--- src/rtl/rgb_pkg.sv ---
// Shared definitions for the RGB PWM fader: duty width, FSM states and
// the position of each colour field inside the 24-bit colour word.
package rgb_pkg;

    localparam int DUTY_W    = 8;
    localparam int NUM_CH    = 3;
    localparam int RED_LSB   = 16;
    localparam int GREEN_LSB = 8;
    localparam int BLUE_LSB  = 0;

    typedef enum logic {
        IDLE = 1'b0,
        FADE = 1'b1
    } fsm_state_t;

    // Channel index 0 = red, 1 = green, 2 = blue.
    function automatic int ch_lsb(input int ch);
        case (ch)
            0:       return RED_LSB;
            1:       return GREEN_LSB;
            default: return BLUE_LSB;
        endcase
    endfunction

endpackage

--- src/rtl/pwm_channel.sv ---
// One colour channel: working duty that steps toward the target, an active
// duty that only changes at the end of a PWM period, and the registered
// compare against the shared PWM counter.
module pwm_channel
    import rgb_pkg::*;
(
    input  logic              clk,
    input  logic              rst,
    input  logic              step_i,
    input  logic [DUTY_W-1:0] target_i,
    input  logic [DUTY_W-1:0] cnt_i,
    output logic [DUTY_W-1:0] duty_o,
    output logic              pwm_o
);

    logic [DUTY_W-1:0] work_q;
    logic [DUTY_W-1:0] work_d;
    logic [DUTY_W-1:0] active_q;
    logic              pwm_q;

    // Move one count toward the target on a step; comparisons keep it in range.
    always_comb begin
        work_d = work_q;
        if (step_i) begin
            if (work_q < target_i) begin
                work_d = work_q + DUTY_W'(1);
            end else if (work_q > target_i) begin
                work_d = work_q - DUTY_W'(1);
            end
        end
    end

    // Duty registers and PWM output; active duty reloads only at count 255.
    always_ff @(posedge clk or posedge rst) begin
        if (rst) begin
            work_q   <= '0;
            active_q <= '0;
            pwm_q    <= 1'b0;
        end else begin
            work_q <= work_d;
            if (cnt_i == {DUTY_W{1'b1}}) begin
                active_q <= work_q;
            end
            pwm_q <= (cnt_i < active_q);
        end
    end

    assign duty_o = work_q;
    assign pwm_o  = pwm_q;

endmodule

--- src/rtl/rgb_pwm_fader.sv ---
// RGB LED fader: accepts a target colour, steps the three duties toward it
// once every STEP_DIV clocks, and drives three 256-clock PWM outputs.
module rgb_pwm_fader
    import rgb_pkg::*;
#(
    parameter int CLK_HZ   = 48000000,
    parameter int STEP_DIV = 187500
) (
    input  logic        clk,
    input  logic        rst,
    input  logic        color_valid,
    output logic        color_ready,
    input  logic [23:0] color_rgb,
    output logic        red_pwm,
    output logic        green_pwm,
    output logic        blue_pwm,
    output logic        fade_done
);

    localparam logic [23:0] PRESC_MAX = 24'(STEP_DIV - 1);

    if (STEP_DIV < 1 || STEP_DIV > 16777215 || CLK_HZ <= 0) begin : g_bad_param
        $error("rgb_pwm_fader: STEP_DIV must be 1..2^24-1 and CLK_HZ positive");
    end

    fsm_state_t        state_q;
    fsm_state_t        state_d;
    logic [DUTY_W-1:0] cnt_q;
    logic [23:0]       presc_q;
    logic [23:0]       presc_d;
    logic [23:0]       target_q;
    logic [23:0]       target_d;
    logic              step_tick;
    logic              all_equal;
    logic [NUM_CH-1:0] eq_vec;
    logic [NUM_CH-1:0] pwm_vec;
    logic [DUTY_W-1:0] duty [NUM_CH];

    assign step_tick = (state_q == FADE) && (presc_q == PRESC_MAX);
    assign all_equal = &eq_vec;

    genvar gi;
    for (gi = 0; gi < NUM_CH; gi++) begin : g_ch
        localparam int LSB = ch_lsb(gi);

        pwm_channel u_ch (
            .clk      (clk),
            .rst      (rst),
            .step_i   (step_tick),
            .target_i (target_q[LSB +: DUTY_W]),
            .cnt_i    (cnt_q),
            .duty_o   (duty[gi]),
            .pwm_o    (pwm_vec[gi])
        );

        assign eq_vec[gi] = (duty[gi] == target_q[LSB +: DUTY_W]);
    end

    assign red_pwm   = pwm_vec[0];
    assign green_pwm = pwm_vec[1];
    assign blue_pwm  = pwm_vec[2];

    // Next-state logic: accept in IDLE, count steps in FADE, finish when all match.
    always_comb begin
        state_d     = state_q;
        presc_d     = presc_q;
        target_d    = target_q;
        color_ready = 1'b0;
        fade_done   = 1'b0;
        case (state_q)
            IDLE: begin
                color_ready = 1'b1;
                if (color_valid) begin
                    target_d = color_rgb;
                    presc_d  = '0;
                    state_d  = FADE;
                end
            end
            FADE: begin
                if (all_equal) begin
                    fade_done = 1'b1;
                    presc_d   = '0;
                    state_d   = IDLE;
                end else if (step_tick) begin
                    presc_d = '0;
                end else begin
                    presc_d = presc_q + 24'd1;
                end
            end
            default: state_d = IDLE;
        endcase
    end

    // State, prescaler, target and free-running PWM counter registers.
    always_ff @(posedge clk or posedge rst) begin
        if (rst) begin
            state_q  <= IDLE;
            presc_q  <= '0;
            target_q <= '0;
            cnt_q    <= '0;
        end else begin
            state_q  <= state_d;
            presc_q  <= presc_d;
            target_q <= target_d;
            cnt_q    <= cnt_q + DUTY_W'(1);
        end
    end

endmodule

--- config.mk ---
export PLATFORM = sky130hd
export DESIGN_NAME = rgb_pwm_fader
export DESIGN_NICKNAME = d
export VERILOG_FILES = /design/src/rtl/rgb_pkg.sv /design/src/rtl/pwm_channel.sv /design/src/rtl/rgb_pwm_fader.sv
export SDC_FILE = /design/constraint.sdc
export NUM_CORES = 1
export LEC_CHECK = 0
export ABC_AREA = 1
export CAP_MARGIN = 5
export CORE_ASPECT_RATIO = 0.6
export CORE_MARGIN = 2
export CORE_UTILIZATION = 40
export CTS_BUF_LIST = sky130_fd_sc_hd__clkbuf_16
export DETAILED_ROUTE_END_ITERATION = 10
export GPL_TIMING_DRIVEN = 0
export SYNTH_ARGS = -nofsm -noshare
export SYNTH_HDL_FRONTEND = slang
export SYNTH_SLANG_ARGS = --single-unit
--- constraint.sdc ---
create_clock -name clk -period 3.33 [get_ports clk]
set_clock_uncertainty 0.05 [all_clocks]
set_input_delay 0.666 -clock clk [delete_from_list [all_inputs] [get_ports clk]]
set_output_delay 0.666 -clock clk [all_outputs]
set_load 0.01 [all_outputs]
==> metrics.md, run 1 <==
| Metric | Value |
|---|---|
| Area of the core | `0.01622 mm^2` |
| CP Class | `reg2out` |
| Sequential cell area | `0.002703 mm^2` |
| Starting Density | `40.90%` |
| Max Fclk | `0.3210 GHz` |
| Wire per inst | `14.36 um` |
| R2R cell count | `14` |
| Fin crit share | `93.56%` |
| VDD IR-drop max | `238.8 uV` |
| ANT nets after route | `0` |
| Bufs on Longest Clock Path | `2` |
| Setup violations, final | `0` |
| CTS tree | `yes` |
| Max-slew headroom | `47.85%` |
| Critical Path RT | `2610 ps` |
| Worst r2r dst | `g_ch[1].u_ch.duty_o[7]` |
| Post-Route Setup TNS | `0 ps` |
| Hold Fails Final Rpt | `0` |
| HP Class | `reg2reg` |
| Non-filler instance count after layout | `1070` |
| Fraction of layout cells with a size suffix above 1 | `6.388%` |
| Via/cell ratio | `4.971` |
| First-pass GRT wire length | `25780 um` |
| N_diodes | `0` |
| RePlAce Congestion | `0.9340` |
| Hold Buf Count CTS | `0` |
| Arr. time, crit path | `2400 ps` |
| Worst setup path start | `g_ch[1].u_ch.duty_o[3]` |
| Post-Route WL | `15370 um` |
| Multi-input gate area | `0.003410 mm^2` |
| I/O Pins | `32` |
| Hold_sp | `g_ch[0].u_ch.active_q[6]` |
| GRT Util Overall | `18.55%` |
| Final instance area | `0.007552 mm^2` |
| Slew Limit Fails | `0` |
| Worst-path clk slew | `70 ps` |
| CTS Buf Count | `9` |
| Largest net degree at the start of global routing | `41` |
| Seq/Total Area, Yosys | `40.75%` |
| Status | `finished, final reports clean` |
| Critical path fanouts, max | `8` |
| Crit end category | `primary output` |
| DIE WIDTH | `170.2 um` |
| Root Driver | `clkbuf_16` |
| Post-DP HPWL | `11790 um` |
| Yosys warnings | `0` |
| Placed instance area | `0.007247 mm^2` |
| Iteration-0 DRC Markers | `431` |
| Post-synth net total | `907` |
| # nets final | `951` |
| Vias | `5319` |
| Initial antenna violation count | `0` |
| Die Area | `0.01766 mm^2` |
| Worst reg2reg setup slack | `380 ps` |
| Synthesis-to-finish area growth | `13.89%` |
| Input/output buffers | `31` |
| H-tree levels | `3` |
| Filler Cell Count | `1632` |
| GRT Residual Overflow | `0` |
| Mapped Cells | `812` |
| Tmin final | `3116 ps` |
| Measured slew at the worst slew-check pin | `780.6 ps` |
| Vias in the first global route | `4788` |
| Yosys reg bits | `108` |
| Mapped Area | `0.006631 mm^2` |
| Average instance area after synthesis | `8.167 um^2` |
| FF-to-FF Start | `g_ch[1].u_ch.duty_o[5]` |
| Synth unique cells | `33` |
| Leakage | `0.003847 uW` |
| CP Capture Point | `fade_done` |
| CP Launch Type | `flop` |
| Max-Cap Viols | `0` |
| Worst skew pair latency | `350 ps` |
| Clock sinks | `108` |
| Die Height | `103.7 um` |
| PD cells | `325.3 mW/mm^2` |
| FP Rows | `36` |
| DRC violations left | `0` |
| Dpl cells | `1054` |
| TritonRoute pass-1 iters | `5` |
| RSZ-0062 raised after global routing | `false` |
## layout by cell type (no fill, tap or decap), types with 3 or more instances in the layout
cell type	n
a21o_1	5
nand4_1	20
nand2_1	160
fa_1	3
mux2_2	3
nand3_1	29
clkinvlp_4	3
a31oi_1	3
o21ai_0	34
buf_2	12
clkdlybuf4s50_1	31
nor3_1	5
dfrtp_1	108
nand3_2	5
xor2_1	31
o21ai_1	15
o22ai_1	12
ha_1	65
clkbuf_16	9
nor2_1	94
buf_6	3
a21oi_1	66
inv_1	112
xnor2_1	8
nor2_2	3
## where the power goes
part / leakage (uW) / switching [uW] / internal [uW] / total [uW]
Sequential: 0.00133 / 0.844 / 1310 / 1310
Combinational: 0.00238 / 34.5 / 32.3 / 66.8
Clock: 0.000141 / 498 / 580 / 1080
Total: 0.00385 / 533 / 1920 / 2460
## area by class of cell
class / count / share of cell area (%)
Clock buffer: 9 / 2.982
Buffer: 18 / 1.441
Multi-Input combinational cell: 573 / 45.15
Sequential cell: 108 / 35.79
Inverter: 113 / 5.666
Tap cell: 209 / 3.463
Timing Repair Buffer: 33 / 4.639
Clock inverter: 7 / 0.8781
## layer usage
layer	track usage, %	part of all wire, %	vias to the layer above
met5	0	0	-
li1	-	-	2727
met3	3.286	4.8	11
met4	2.930	0.68	0
met2	22.65	36	122
met1	32.60	58	2459
## registers in the layout (all words and copies together) (netlist names)
register / cells
g_ch.u_ch.active_q: 24
g_ch.u_ch.duty_o: 24
presc_q: 24
target_q: 24
cnt_q: 8
g_ch.u_ch.pwm_o: 3
state_q: 1
## kinds of logic after synthesis
| family | Yosys count | synth area share [%] |
|---|---|---|
| simple gates | 325 | 21.36 |
| mux | 3 | 0.5094 |
| xor+xnor | 39 | 5.151 |
| fa+ha+maj | 68 | 13.17 |
| buf+inv | 131 | 8.038 |
| flops | 108 | 40.75 |
| compound gates | 138 | 11.02 |
## worst min path at each step
stage | endpoint | slack (ps) | cells past startpoint
floorplan | g_ch[0].u_ch.active_q[1] | 400 | 2
global placement | g_ch[0].u_ch.active_q[6] | 420 | 2
detailed placement | g_ch[0].u_ch.active_q[6] | 420 | 2
CTS | g_ch[0].u_ch.active_q[6] | 440 | 2
global route | g_ch[1].u_ch.active_q[0] | 470 | 2
finish | g_ch[0].u_ch.active_q[6] | 440 | 2
## synth_stat cells
cell,n,share of area [%]
inv_2,1,0.057
nand3_1,29,2.2
o21ai_0,34,2.6
nor3_2,1,0.15
nor2_2,3,0.28
nor2_1,94,5.3
nand4_2,1,0.19
buf_2,12,0.91
buf_4,1,0.11
nand4_1,20,1.9
mux2_2,3,0.51
o21ai_1,15,1.1
nand2_4,1,0.17
nor3_1,5,0.38
nand2_1,160,9.1
xor2_1,31,4.1
o21ai_2,1,0.13
a31oi_1,3,0.28
o21bai_1,2,0.23
inv_1,112,6.3
nand3_2,6,0.91
buf_6,3,0.51
nor2_8,1,0.30
xnor2_1,8,1.1
a21oi_1,66,5.0
nor2_4,2,0.34
nand2_2,2,0.19
a21o_1,5,0.57
clkbuf_1,2,0.11
fa_1,3,0.91
ha_1,65,12
dfrtp_1,108,41
o22ai_1,12,1.1
## critical path, cell delays in order, from the launching register on
cell and delay (ps):
dfrtp_1 440, ha_1 330, nand2_1 50, inv_1 60, nand3_1 100, nor3_4 240, nand3_4 180, nor2_1 120
clkdlybuf4s50_1 530
## stage by stage
| stage | setup WS, ps | total power [uW] | hold slack (ps) | utilization, % |
|---|---|---|---|---|
| after floorplan | 941.6 | 1359 | 403.0 | - |
| final | 214.3 | 2457 | 438.8 | 46.57 |
| after detailed placement | 446.8 | 1407 | 424.7 | 44.69 |
| after CTS | 71.49 | 2490 | 442.8 | 46.49 |
| after global placement | 103.0 | 1402 | 421.1 | 44.44 |
| after global routing | 60.55 | 2548 | 472.5 | 46.57 |
## timing repair
action	CTS	global route
setup buffers	0	0
endpoints found under the setup margin	0	1
gates resized for setup	0	2
(Power assumes the default switching activity.)
==> run 2, diff against run 1 <==
--- a/config.mk
+++ b/config.mk
@@ -6,12 +6,13 @@
 export NUM_CORES = 1
 export LEC_CHECK = 0
 export ABC_AREA = 1
-export CAP_MARGIN = 5
+export CAP_MARGIN = 15
 export CORE_ASPECT_RATIO = 0.6
 export CORE_MARGIN = 2
 export CORE_UTILIZATION = 40
 export CTS_BUF_LIST = sky130_fd_sc_hd__clkbuf_16
 export DETAILED_ROUTE_END_ITERATION = 10
+export GPL_ROUTABILITY_DRIVEN = 0
 export GPL_TIMING_DRIVEN = 0
 export SYNTH_ARGS = -nofsm -noshare
 export SYNTH_HDL_FRONTEND = slang
==> constraint.sdc (replaced) <==
create_clock -name clk -period 3.4 [get_ports clk]
set_clock_uncertainty 0.05 [all_clocks]
set_input_delay 0.68 -clock clk [delete_from_list [all_inputs] [get_ports clk]]
set_output_delay 0.68 -clock clk [all_outputs]
set_load 0.01 [all_outputs]
==> run 2 against run 1 <==
Against the previous run:
- flip-flop and latch count stayed put
- sequential power barely moved
- utilization decreased by 0.085 points
- clock-buffer cell count unchanged
- via count decreased by 0.19%
- sequential share of layout area up 0.065 points
- largest power group unchanged
- highest routed layer unchanged
==> metrics.md, run 2 (synthesized netlist as in run 1, its figures left out) <==
| Metric | Value |
|---|---|
| Clock sinks | `108` |
| Arr. time, crit path | `2490 ps` |
| CTS Buf Count | `9` |
| CP Launch Type | `flop` |
| Worst-path clk slew | `70 ps` |
| Die Height | `103.7 um` |
| Non-filler instance count after layout | `1070` |
| HP Class | `reg2reg` |
| Post-Route WL | `15360 um` |
| Crit end category | `primary output` |
| H-tree levels | `3` |
| PD cells | `319.3 mW/mm^2` |
| VDD IR-drop max | `236.1 uV` |
| Max Fclk | `0.3102 GHz` |
| CP Class | `reg2out` |
| Tmin final | `3223 ps` |
| Combinational share of power | `2.7%` |
| Net Sw Power | `522.7 uW` |
| CTS tree | `yes` |
| Initial antenna violation count | `0` |
| GRT Util Overall | `18.55%` |
| Flop pwr share | `53.4%` |
| GRT Residual Overflow | `0` |
| I/O Pins | `32` |
| Critical path fanouts, max | `8` |
| Slew Limit Fails | `0` |
| Hold Slack | `438.8 ps` |
| Status | `finished, final reports clean` |
| Post-DP HPWL | `11790 um` |
| Critical Path RT | `2670 ps` |
| Dpl cells | `1054` |
| Synthesis-to-finish area growth | `13.68%` |
| Measured slew at the worst slew-check pin | `778.7 ps` |
| Max-slew headroom | `47.98%` |
| Worst skew pair latency | `350 ps` |
| Commonest non-fill, non-tap cell in the layout | `nand2_1` |
| Max-Cap Viols | `0` |
| RSZ-0062 raised after global routing | `false` |
| Hold Fails Final Rpt | `0` |
| Post-Route Setup TNS | `0 ps` |
| DRC violations left | `0` |
| TritonRoute pass-1 iters | `5` |
| Vias | `5309` |
| Postcts setup bufs | `0` |
| Leakage | `0.003830 uW` |
| Setup violations, final | `0` |
| ANT nets after route | `0` |
| Hold Buf Count CTS | `0` |
| N_diodes | `0` |
| Area of the core | `0.01622 mm^2` |
| Via/cell ratio | `4.962` |
| DIE WIDTH | `170.2 um` |
| Fraction of layout cells with a size suffix above 1 | `6.388%` |
| Iteration-0 DRC Markers | `437` |
| Most frequent cells in the layout | `nand2_1 (160), inv_1 (112), dfrtp_1 (108)` |
| Bufs on Longest Clock Path | `2` |
| FP Rows | `36` |
| # nets final | `951` |
| Starting Density | `40.90%` |
| P_int | `1884 uW` |
| Vias in the first global route | `4788` |
| Wire per inst | `14.36 um` |
| First-pass GRT wire length | `25780 um` |
| Filler Cell Count | `1634` |
| Root Driver | `clkbuf_16` |
| Post-CTS resize count | `0` |
| Final Core Density | `46.49%` |
| Die Area | `0.01766 mm^2` |
| Clock Power Share | `43.9%` |
| Fin crit share | `94.81%` |
| Input/output buffers | `31` |
| Largest net degree at the start of global routing | `41` |
| Sw frac | `21.72%` |
[run 2: path summary, 6_finish.rpt]
kind | slack [ps] | endpoint | start | depth (start not counted)
max | 180 | fade_done | g_ch[1].u_ch.duty_o[3] | 8
min | 440 | g_ch[0].u_ch.active_q[6] | g_ch[0].u_ch.active_q[6] | 2
max reg2reg | 460 | g_ch[1].u_ch.duty_o[7] | g_ch[1].u_ch.duty_o[5] | 14
min reg2reg | 440 | g_ch[0].u_ch.active_q[6] | g_ch[0].u_ch.active_q[6] | 2
max in group asynchronous | 1880 | g_ch[2].u_ch.duty_o[7] | rst | 3
min in group asynchronous | 770 | target_q[13] | rst | 2
[run 2: metrics by stage]
step | setup WS [ps] | total power, uW | instance area [um^2]
detailed placement | 516.8 | 1378 | 7247
global route | 8.297 | 2495 | 7538
floorplan | 1012 | 1331 | 6635
global placement | 159.0 | 1373 | 7207
finish | 176.6 | 2407 | 7538
CTS | 127.5 | 2438 | 7538
[run 2: layout make-up]
type                            count  area, um^2  share of cell area, %
Buffer                             18       108.9                  1.444
Multi-Input combinational cell    573        3396                  45.05
Clock inverter                      7       66.31                 0.8797
Sequential cell                   108        2703                  35.85
Timing Repair Buffer               33       350.3                  4.647
Tap cell                          209       261.5                  3.469
Clock buffer                        9       225.2                  2.988
Inverter                          113       427.9                  5.676
[run 2: worst max-delay path: stages (launching register included)]
cell and delay (ps):
dfrtp_1 440, ha_1 320, nand2_1 50, inv_1 60, nand3_1 70, nor3_2 260
nand3_2 260, nor2_1 140, clkdlybuf4s50_1 540
[run 2: routing by layer]
layer | up-vias | global-route usage (%) | share of wire, % | wire, um
met5 | - | 0 | 0 | 0
met4 | 0 | 2.930 | 0.71 | 109
met3 | 11 | 3.286 | 4.8 | 730
met2 | 119 | 22.65 | 36 | 5587
met1 | 2449 | 32.60 | 58 | 8933
li1 | 2730 | - | - | -
[run 2: power by group through the flow]
stage / combinational (uW) / sequential [uW] / clock [uW]
global placement: 62.3 / 1310 / 0
global route: 73.8 / 1280 / 1140
finish: 65.3 / 1280 / 1060
CTS: 68.4 / 1280 / 1090
floorplan: 20.8 / 1310 / 0
detailed placement: 68.2 / 1310 / 0
